<file path="config.mk">
export PLATFORM = sky130hd
export DESIGN_NAME = fifo_write_arbiter
export DESIGN_NICKNAME = d
export VERILOG_FILES = /design/src/rtl/fifo_arb_pkg.sv /design/src/rtl/rr_pick.sv /design/src/rtl/fifo_write_arbiter.sv
export SDC_FILE = /design/constraint.sdc
export NUM_CORES = 1
export LEC_CHECK = 0
export ABC_AREA = 1
export BUFFER_PORTS_ARGS = -buffer_cell sky130_fd_sc_hd__buf_4
export CAP_MARGIN = 20
export CELL_PAD_IN_SITES_DETAIL_PLACEMENT = 0
export CELL_PAD_IN_SITES_GLOBAL_PLACEMENT = 2
export CORE_ASPECT_RATIO = 1.75
export CORE_MARGIN = 2
export CORE_UTILIZATION = 20
export CTS_CLUSTER_SIZE = 20
export DETAILED_ROUTE_END_ITERATION = 8
export PLACE_DENSITY_LB_ADDON = 0.1
export REMOVE_ABC_BUFFERS = 1
export SLEW_MARGIN = 40
export SYNTH_ARGS = -nofsm -noshare
export SYNTH_HDL_FRONTEND = slang
export SYNTH_SLANG_ARGS = --single-unit
</file>
<file path="constraint.sdc">
create_clock -name clk_write -period 2 [get_ports clk_write]
set_input_delay 0.2 -clock clk_write [delete_from_list [all_inputs] [get_ports clk_write]]
set_output_delay 0.2 -clock clk_write [all_outputs]
set_load 0.02 [all_outputs]
</file>
<file path="src/rtl/fifo_arb_pkg.sv">
// Shared types and default sizing for the FIFO write arbiter.
package fifo_arb_pkg;

  localparam int unsigned DEF_DATA_WIDTH = 8;
  localparam int unsigned DEF_NUM_REQ    = 4;
  localparam int unsigned DEF_BURST_LEN  = 4;

  typedef enum logic {
    IDLE  = 1'b0,
    BURST = 1'b1
  } arb_state_e;

endpackage

</file>
<file path="src/rtl/rr_pick.sv">
// Combinational round-robin picker: first set request after i_last, wrapping.
module rr_pick
  import fifo_arb_pkg::*;
#(
  parameter int unsigned NUM_REQ = DEF_NUM_REQ,
  parameter int unsigned IDX_W   = $clog2(DEF_NUM_REQ)
) (
  input  logic [NUM_REQ-1:0] i_req,
  input  logic [IDX_W-1:0]   i_last,
  output logic               o_found,
  output logic [IDX_W-1:0]   o_idx
);

  logic [IDX_W-1:0] w_cand;

  // Scan from farthest to nearest so the nearest hit after i_last wins.
  always_comb begin
    o_found = 1'b0;
    o_idx   = '0;
    w_cand  = '0;
    for (int unsigned k = NUM_REQ; k >= 1; k--) begin
      w_cand = IDX_W'((k + 32'(i_last)) % NUM_REQ);
      if (i_req[w_cand]) begin
        o_found = 1'b1;
        o_idx   = w_cand;
      end
    end
  end

endmodule

</file>
<file path="src/rtl/fifo_write_arbiter.sv">
// Round-robin burst arbiter feeding a FIFO write port with zero-latency writes.
module fifo_write_arbiter
  import fifo_arb_pkg::*;
#(
  parameter int unsigned DATA_WIDTH = DEF_DATA_WIDTH,
  parameter int unsigned NUM_REQ    = DEF_NUM_REQ,
  parameter int unsigned BURST_LEN  = DEF_BURST_LEN,
  localparam int unsigned IDX_W     = $clog2(NUM_REQ),
  localparam int unsigned CNT_W     = $clog2(BURST_LEN + 1)
) (
  input  logic                          clk_write,
  input  logic                          rst_n,
  input  logic [NUM_REQ-1:0]            Req_valid,
  input  logic [NUM_REQ*DATA_WIDTH-1:0] Req_data,
  output logic [NUM_REQ-1:0]            Req_ready,
  input  logic                          Full,
  output logic                          Wr_enable,
  output logic [DATA_WIDTH-1:0]         DataIn,
  output logic [IDX_W-1:0]              Grant_id,
  output logic                          Busy
);

  arb_state_e       r_state;
  logic [IDX_W-1:0] r_owner;
  logic [IDX_W-1:0] r_last_owner;
  logic [CNT_W-1:0] r_count;

  logic                  w_found;
  logic [IDX_W-1:0]      w_pick;
  logic                  w_owner_valid;
  logic [DATA_WIDTH-1:0] w_owner_data;
  logic                  w_busy;
  logic                  w_xfer;
  logic [CNT_W-1:0]      w_count_inc;
  logic                  w_last_beat;

  rr_pick #(
    .NUM_REQ (NUM_REQ),
    .IDX_W   (IDX_W)
  ) u_rr_pick (
    .i_req   (Req_valid),
    .i_last  (r_last_owner),
    .o_found (w_found),
    .o_idx   (w_pick)
  );

  // Select the current owner's valid flag and data word.
  always_comb begin
    w_owner_valid = 1'b0;
    w_owner_data  = '0;
    for (int unsigned k = 0; k < NUM_REQ; k++) begin
      if (r_owner == IDX_W'(k)) begin
        w_owner_valid = Req_valid[k];
        w_owner_data  = Req_data[k*DATA_WIDTH +: DATA_WIDTH];
      end
    end
  end

  assign w_busy      = (r_state == BURST);
  assign w_xfer      = w_busy & w_owner_valid & ~Full;
  assign w_count_inc = r_count + CNT_W'(1);
  assign w_last_beat = (w_count_inc == CNT_W'(BURST_LEN));

  // Handshake and FIFO-side outputs; writes go straight through in the accept cycle.
  always_comb begin
    Req_ready = '0;
    if (w_busy && !Full) begin
      Req_ready[r_owner] = 1'b1;
    end
    Wr_enable = w_xfer;
    DataIn    = w_xfer ? w_owner_data : '0;
    Grant_id  = w_busy ? r_owner : '0;
    Busy      = w_busy;
  end

  // Burst FSM: grant in IDLE, count beats in BURST, freeze entirely while Full.
  always_ff @(posedge clk_write or negedge rst_n) begin
    if (!rst_n) begin
      r_state      <= IDLE;
      r_owner      <= '0;
      r_last_owner <= IDX_W'(NUM_REQ - 1);
      r_count      <= '0;
    end else begin
      case (r_state)
        IDLE: begin
          if (w_found) begin
            r_owner <= w_pick;
            r_state <= BURST;
          end
        end
        BURST: begin
          if (!Full) begin
            if (w_xfer && !w_last_beat) begin
              r_count <= w_count_inc;
            end else begin
              // Either the final beat was taken or the owner ran dry.
              r_state      <= IDLE;
              r_last_owner <= r_owner;
              r_count      <= '0;
            end
          end
        end
        default: r_state <= IDLE;
      endcase
    end
  end

endmodule

</file>
==> qor.csv, run 1 <==
metric,value,unit
hold_viol_final,0,
via_per_inst,4.52,
period_share,93.2,%
power_density,1320,nW/µm²
routabilityCongestion,0.835,
fillers,526,
finClkSkew,0.00168,ns
design_area,1470,µm²
synth_most_common_cell,nand2_1,
start_kind,flip-flop,
crit_path_max_incr_delay,0.46,ns
synth_ff_type,dfrtp_1,
netlist.area_leader.share,24.1,%
port_buffers,54,
grt_pass1_wl,5.76,mm
grtUsageTotal,13.9,%
fin_nets,261,
synthesis.area,918,µm²
vdd_ir_drop_max,0.000581,V
ios,55,
clk_latency,0.22,ns
synth_top_cell_by_area,nand2_1,
path_cells,inv_2 -> nand2_1 -> o21ai_1 -> o21ai_4 -> inv_2 -> a21oi_1 -> buf_4,
critPathBufInv,3,
slew_viol_final,0,
cts-root-buf,clkbuf_8,
fp.coreArea,4400,µm²
postSynthCellCount,158,
cts.sinks,8,
yosysUniqueCellTypes,23,
cpMostUsedCell,inv_2,
wirelength,3.45,mm
grt_setup_unrepaired,false,
layout_setup_ws,0.136,ns
wire_per_inst,12.8,µm
critPathTopFamily,buffers and inverters,
ys_top_cells_by_count,"nand2_1 (59), inv_1 (17), nand3_1 (15), o21ai_0 (15), a21oi_1 (10)",
synthArstFlopShare,100,%
tightest_slew,0.409,ns
htreeDepth,1,
ys_seq_area_share,22.1,%
place_worst_setup_slack,0.232,ns
cts_buffers,3,
ant_nets,0,
finalSetupTns,0,ns
cp_max_fo,10,
min_period,1.86,ns
slew_headroom,72.6,%
globalRouteOverflowTotal,0,
cts.clk_slew.worst_paths,0.04,ns
drt-pass1-iter-count,4,
layout.cells.non_filler,269,
drc,0,
synthToLayoutAreaGrowth,60.5,%
diodes,0,
yosysWarnings,0,
worst-setup-path-type,flip-flop to output port,
synth_area_per_cell,5.81,µm²
finalSetupViolCount,0,
synth_area_leaders,"nand2_1 (24%), dfrtp_1 (16%), nand3_1 (8.2%)",
place_inst,262,
antenna_found_initial,0,
required,1.80,ns
hold_class,input pin to flip-flop,
p_leak,0.000794,µW
vias,1215,
synth_edf_count,0,
drt_iter0_drc,46,
fmax,537,MHz
tritoncts,yes,
cp-end-kind,output port,
dp_hpwl,2.95,mm
grt_pass1_vias,1181,
crit_arrival,1.66,ns
finalPower,1950,µW
place_area,1390,µm²
outcome,completed,
r2r_cells,11,
grt_max_degree,12,
cp_slowest_cell,dfrtp_2,
die-area,5170,µm²
min_path_cells,4,
die_w,55.2,µm
clockBufferDepth,2,
synth-seq-cells,8,
die_h,93.6,µm
initial_utilization,20.9,%
crit_cells,7,
max_cap_viol_count,0,
layout-drive-gt1-share,37.2,%
row_count,32,
==> cell type report <==
type / count / area [µm²] / share of cell area [%]
multi-input cells: 125 / 623 / 42.3
repair buffers: 61 / 460 / 31.2
flip-flops and latches: 8 / 206 / 14.0
inverters: 21 / 78.8 / 5.35
well taps: 51 / 63.8 / 4.33
clock buffers: 3 / 41.3 / 2.80
==> cell usage in the layout, fill, tap and decap left out, types with 3 or more instances in the layout <==
cell type  count
buf_4         60
inv_2          5
o21ai_1        5
a21oi_1       10
nand3_1       15
nor2_1         7
nand2_2        3
dfrtp_2        3
nand2_1       58
clkbuf_8       3
inv_1         16
dfrtp_1        3
o21ai_0       15
==> registers in the layout (all words and copies together) (netlist names) <==
signal,cells
Busy,1
r_count,3
r_last_owner,2
r_owner,2
==> stage by stage <==
| stage | util (%) | hold slack [ns] |
|---|---|---|
| 2_1_floorplan | - | -0.0956 |
| 3_3_place_gp | 31.6 | 0.0229 |
| 3_5_place_dp | 31.6 | 0.0250 |
| 4_1_cts | 32.8 | 0.279 |
| 5_1_grt | 33.5 | 0.304 |
| 6_report | 33.5 | 0.280 |
==> worst paths after layout <==
kind / start / end / slack (ns)
setup / recovery: r_owner[0]$_DFFE_PN0P_ / DataIn[5] / 0.14
hold / removal: Full / r_last_owner[0]$_DFFE_PN1P_ / 0.28
setup reg to reg: r_last_owner[0]$_DFFE_PN1P_ / r_owner[0]$_DFFE_PN0P_ / 0.42
hold reg to reg: r_last_owner[1]$_DFFE_PN1P_ / r_last_owner[1]$_DFFE_PN1P_ / 0.50
max in group asynchronous: rst_n / r_last_owner[1]$_DFFE_PN1P_ / 1.46
min in group asynchronous: rst_n / r_owner[1]$_DFFE_PN0P_ / 0.33
==> routing by layer <==
layer / global-route usage (%) / vias to the layer above / wire (µm)
li1: - / 627 / -
met1: 15.5 / 537 / 1360
met2: 26.5 / 49 / 1840
met3: 2.21 / 2 / 213
met4: 3.66 / 0 / 27
met5: 0 / - / 0
==> what timing repair did <==
item,4_1_cts,5_1_grt
setup endpoints to repair,1,8
hold buffers,1,0
gates cloned,0,0
setup buffers,0,3
endpoints found under the hold margin,8,0
pin swaps,0,1
gates resized for setup,1,4
==> power by group <==
part / total [µW] / internal [µW] / switching (µW)
combinational: 1380 / 547 / 837
clock: 187 / 130 / 57.2
sequential: 378 / 255 / 122
total: 1950 / 932 / 1020
==> logic make-up (layout without fill, tap and decap cells) <==
| logic type | after synthesis | after routing | synth area share, % |
|---|---|---|---|
| flops | 8 | 8 | 22.1 |
| fa+ha+maj | 2 | 2 | 2.72 |
| buf+inv | 25 | 85 | 10.4 |
| compound gates | 34 | 34 | 21.7 |
| xor+xnor | 1 | 1 | 0.954 |
| simple gates | 88 | 88 | 42.2 |
==> worst register-to-register path, delay by kind of cell (launching register included) <==
kind / cells / cell delay [ns]
buf+inv: 3 / 0.22
simple gates: 8 / 0.63
flops: 1 / 0.62
No activity file was read; power rests on OpenSTA's default activity.
==> run 2: changes to the inputs <==
--- a/config.mk
+++ b/config.mk
@@ -15,8 +15,9 @@
 export CORE_UTILIZATION = 20
 export CTS_CLUSTER_SIZE = 20
 export DETAILED_ROUTE_END_ITERATION = 8
-export PLACE_DENSITY_LB_ADDON = 0.1
+export PLACE_DENSITY = 0.87
 export REMOVE_ABC_BUFFERS = 1
+export SKIP_LAST_GASP = 1
 export SLEW_MARGIN = 40
 export SYNTH_ARGS = -nofsm -noshare
 export SYNTH_HDL_FRONTEND = slang
==> run 2 against run 1 <==
Effect of this change: sequential cell count unchanged; core utilization down 0.31 points; via count down 2.3%; routed wire length down 4.6%; cell count fell by 0.37%; clock skew shrank 0.00093 ns; sequential power is 8.7% lower; clock-buffer cell count stayed put; die area is the same; hold slack lost 0.0073 ns; worst setup slack better by 0.044 ns; largest power group unchanged.
==> qor.csv, run 2 (same netlist as run 1, synthesis figures left out) <==
metric,value,unit
outcome,completed,
worstHoldStart,Full,
dp_hpwl,2.78,mm
die_h,93.6,µm
fp.coreArea,4400,µm²
port_buffers,54,
cp_slowest_cell,dfrtp_1,
via_per_inst,4.43,
cp_max_fo,8,
required,1.80,ns
fillers,509,
globalRouteOverflowTotal,0,
min_period,1.82,ns
worst-setup-path-type,flip-flop to output port,
crit_cells,9,
finalSetupViolCount,0,
rr_endpoint,r_owner[0]$_DFFE_PN0P_,
reg2reg_setup_slack,0.43,ns
ios,55,
antenna_found_initial,0,
grt_max_degree,15,
cp-end-kind,output port,
hold_slack,0.272,ns
initial_utilization,20.9,%
vdd_ir_drop_max,0.000532,V
grt_setup_unrepaired,false,
seq_area,203,µm²
slew_headroom,75.3,%
grt_pass1_wl,5.51,mm
vias,1187,
clk_latency,0.23,ns
die_w,55.2,µm
cpMostUsedCell,inv_2,
finalSetupTns,0,ns
r2r_cells,11,
critPathBufInv,4,
diodes,0,
start_kind,flip-flop,
hold_class,input pin to flip-flop,
crit_end,DataIn[1],
finClkSkew,0.000749,ns
row_count,32,
cts_buffers,3,
max_cap_viol_count,0,
synthToLayoutAreaGrowth,59.0,%
grtUsageTotal,13.5,%
tightest_slew,0.368,ns
reg2reg_from,r_last_owner[0]$_DFFE_PN1P_,
clockBufferDepth,2,
critPathTopFamily,buffers and inverters,
hold_viol_final,0,
layout-drive-gt1-share,35.0,%
largest-register,r_count,
drt_iter0_drc,35,
cts.clk_slew.worst_paths,0.04,ns
p_leak,0.000791,µW
cp-startpoint,Busy$_DFF_PN0_,
cts-root-buf,clkbuf_8,
crit_arrival,1.62,ns
finalPower,1930,µW
grt_pass1_vias,1168,
slew_viol_final,0,
tritoncts,yes,
cts.sinks,8,
power_density,1320,nW/µm²
routabilityCongestion,0.796,
drt-pass1-iter-count,4,
ant_nets,0,
largest_register_ffs,3,
largestRegisters,"r_count (3), r_last_owner (2), r_owner (2)",
path_cells,inv_2 -> nor2_8 -> inv_2 -> nor2_4 -> nand2_2 -> o21ai_4 -> inv_2 -> a21oi_1 -> buf_4,
fin_nets,260,
die-area,5170,µm²
drc,0,
crit_path_max_incr_delay,0.41,ns
layout_common_cells,"nand2_1 (59), buf_4 (59), inv_1 (16), o21ai_0 (15), nand3_1 (15)",
wire_per_inst,12.3,µm
period_share,91.0,%
fmax,549,MHz
multi_input_area,621,µm²
wirelength,3.29,mm
htreeDepth,1,
## run 2: cell types whose count changed in the layout (fill, tap and decap cells not counted)
cell / delta
dfrtp_1: +3
dfrtp_2: -3
buf_4: -1
nand2_1: +1
nand2_2: -1
## run 2: worst min-delay path, delay by kind of cell
| family | cells | cell delay, ns |
|---|---|---|
| AND/OR/NAND/NOR | 3 | 0.18 |
| buffers and inverters | 1 | 0.11 |
## run 2: layout make-up
| type | instances | share of cell area (%) |
|---|---|---|
| Multi-Input combinational cell | 125 | 42.5 |
| Inverter | 21 | 5.40 |
| Tap cell | 51 | 4.37 |
| Clock buffer | 3 | 2.83 |
| Sequential cell | 8 | 13.9 |
| Timing Repair Buffer | 60 | 31.0 |
## run 2: what timing repair did
action | CTS | global route
buffers inserted | 0 | 1
setup endpoints to repair | 0 | 6
hold endpoints to repair | 8 | 0
hold buffers | 1 | 0
gates resized for setup | 0 | 1
## run 2: per-stage QoR
stage / area [µm²] / setup slack, ns / util (%) / cells
after floorplan: 902 / 0.115 / - / 154
after global placement: 1400 / 0.369 / 31.8 / 263
after detailed placement: 1400 / 0.326 / 31.8 / 263
after CTS: 1450 / 0.0774 / 33.0 / 267
after global routing: 1460 / 0.0326 / 33.2 / 268
final: 1460 / 0.180 / 33.2 / 268
## run 2: how the worst min path moves through the flow
stage,cells past startpoint,end
global placement,1,r_count[0]$_DFFE_PN0P_
floorplan,0,Busy$_DFF_PN0_
detailed placement,1,r_count[0]$_DFFE_PN0P_
global route,4,r_last_owner[1]$_DFFE_PN1P_
finish,4,r_last_owner[0]$_DFFE_PN1P_
CTS,4,r_last_owner[0]$_DFFE_PN1P_
## run 2: per-layer routing
metal  track usage, %  vias up  part of all wire [%]
li1                 -      630                     -
met1             14.3      507                    37
met2             25.4       46                    55
met3             2.21        4                   6.2
met4             6.10        0                   1.6
met5                0        -                     0
## run 2: power by group
group | switching (µW) | total [µW] | leakage, µW | internal (µW)
clock | 60.6 | 191 | 0.0000216 | 130
sequential | 95.5 | 345 | 0.0000944 | 250
combinational | 856 | 1390 | 0.000675 | 535
total | 1010 | 1930 | 0.000791 | 915
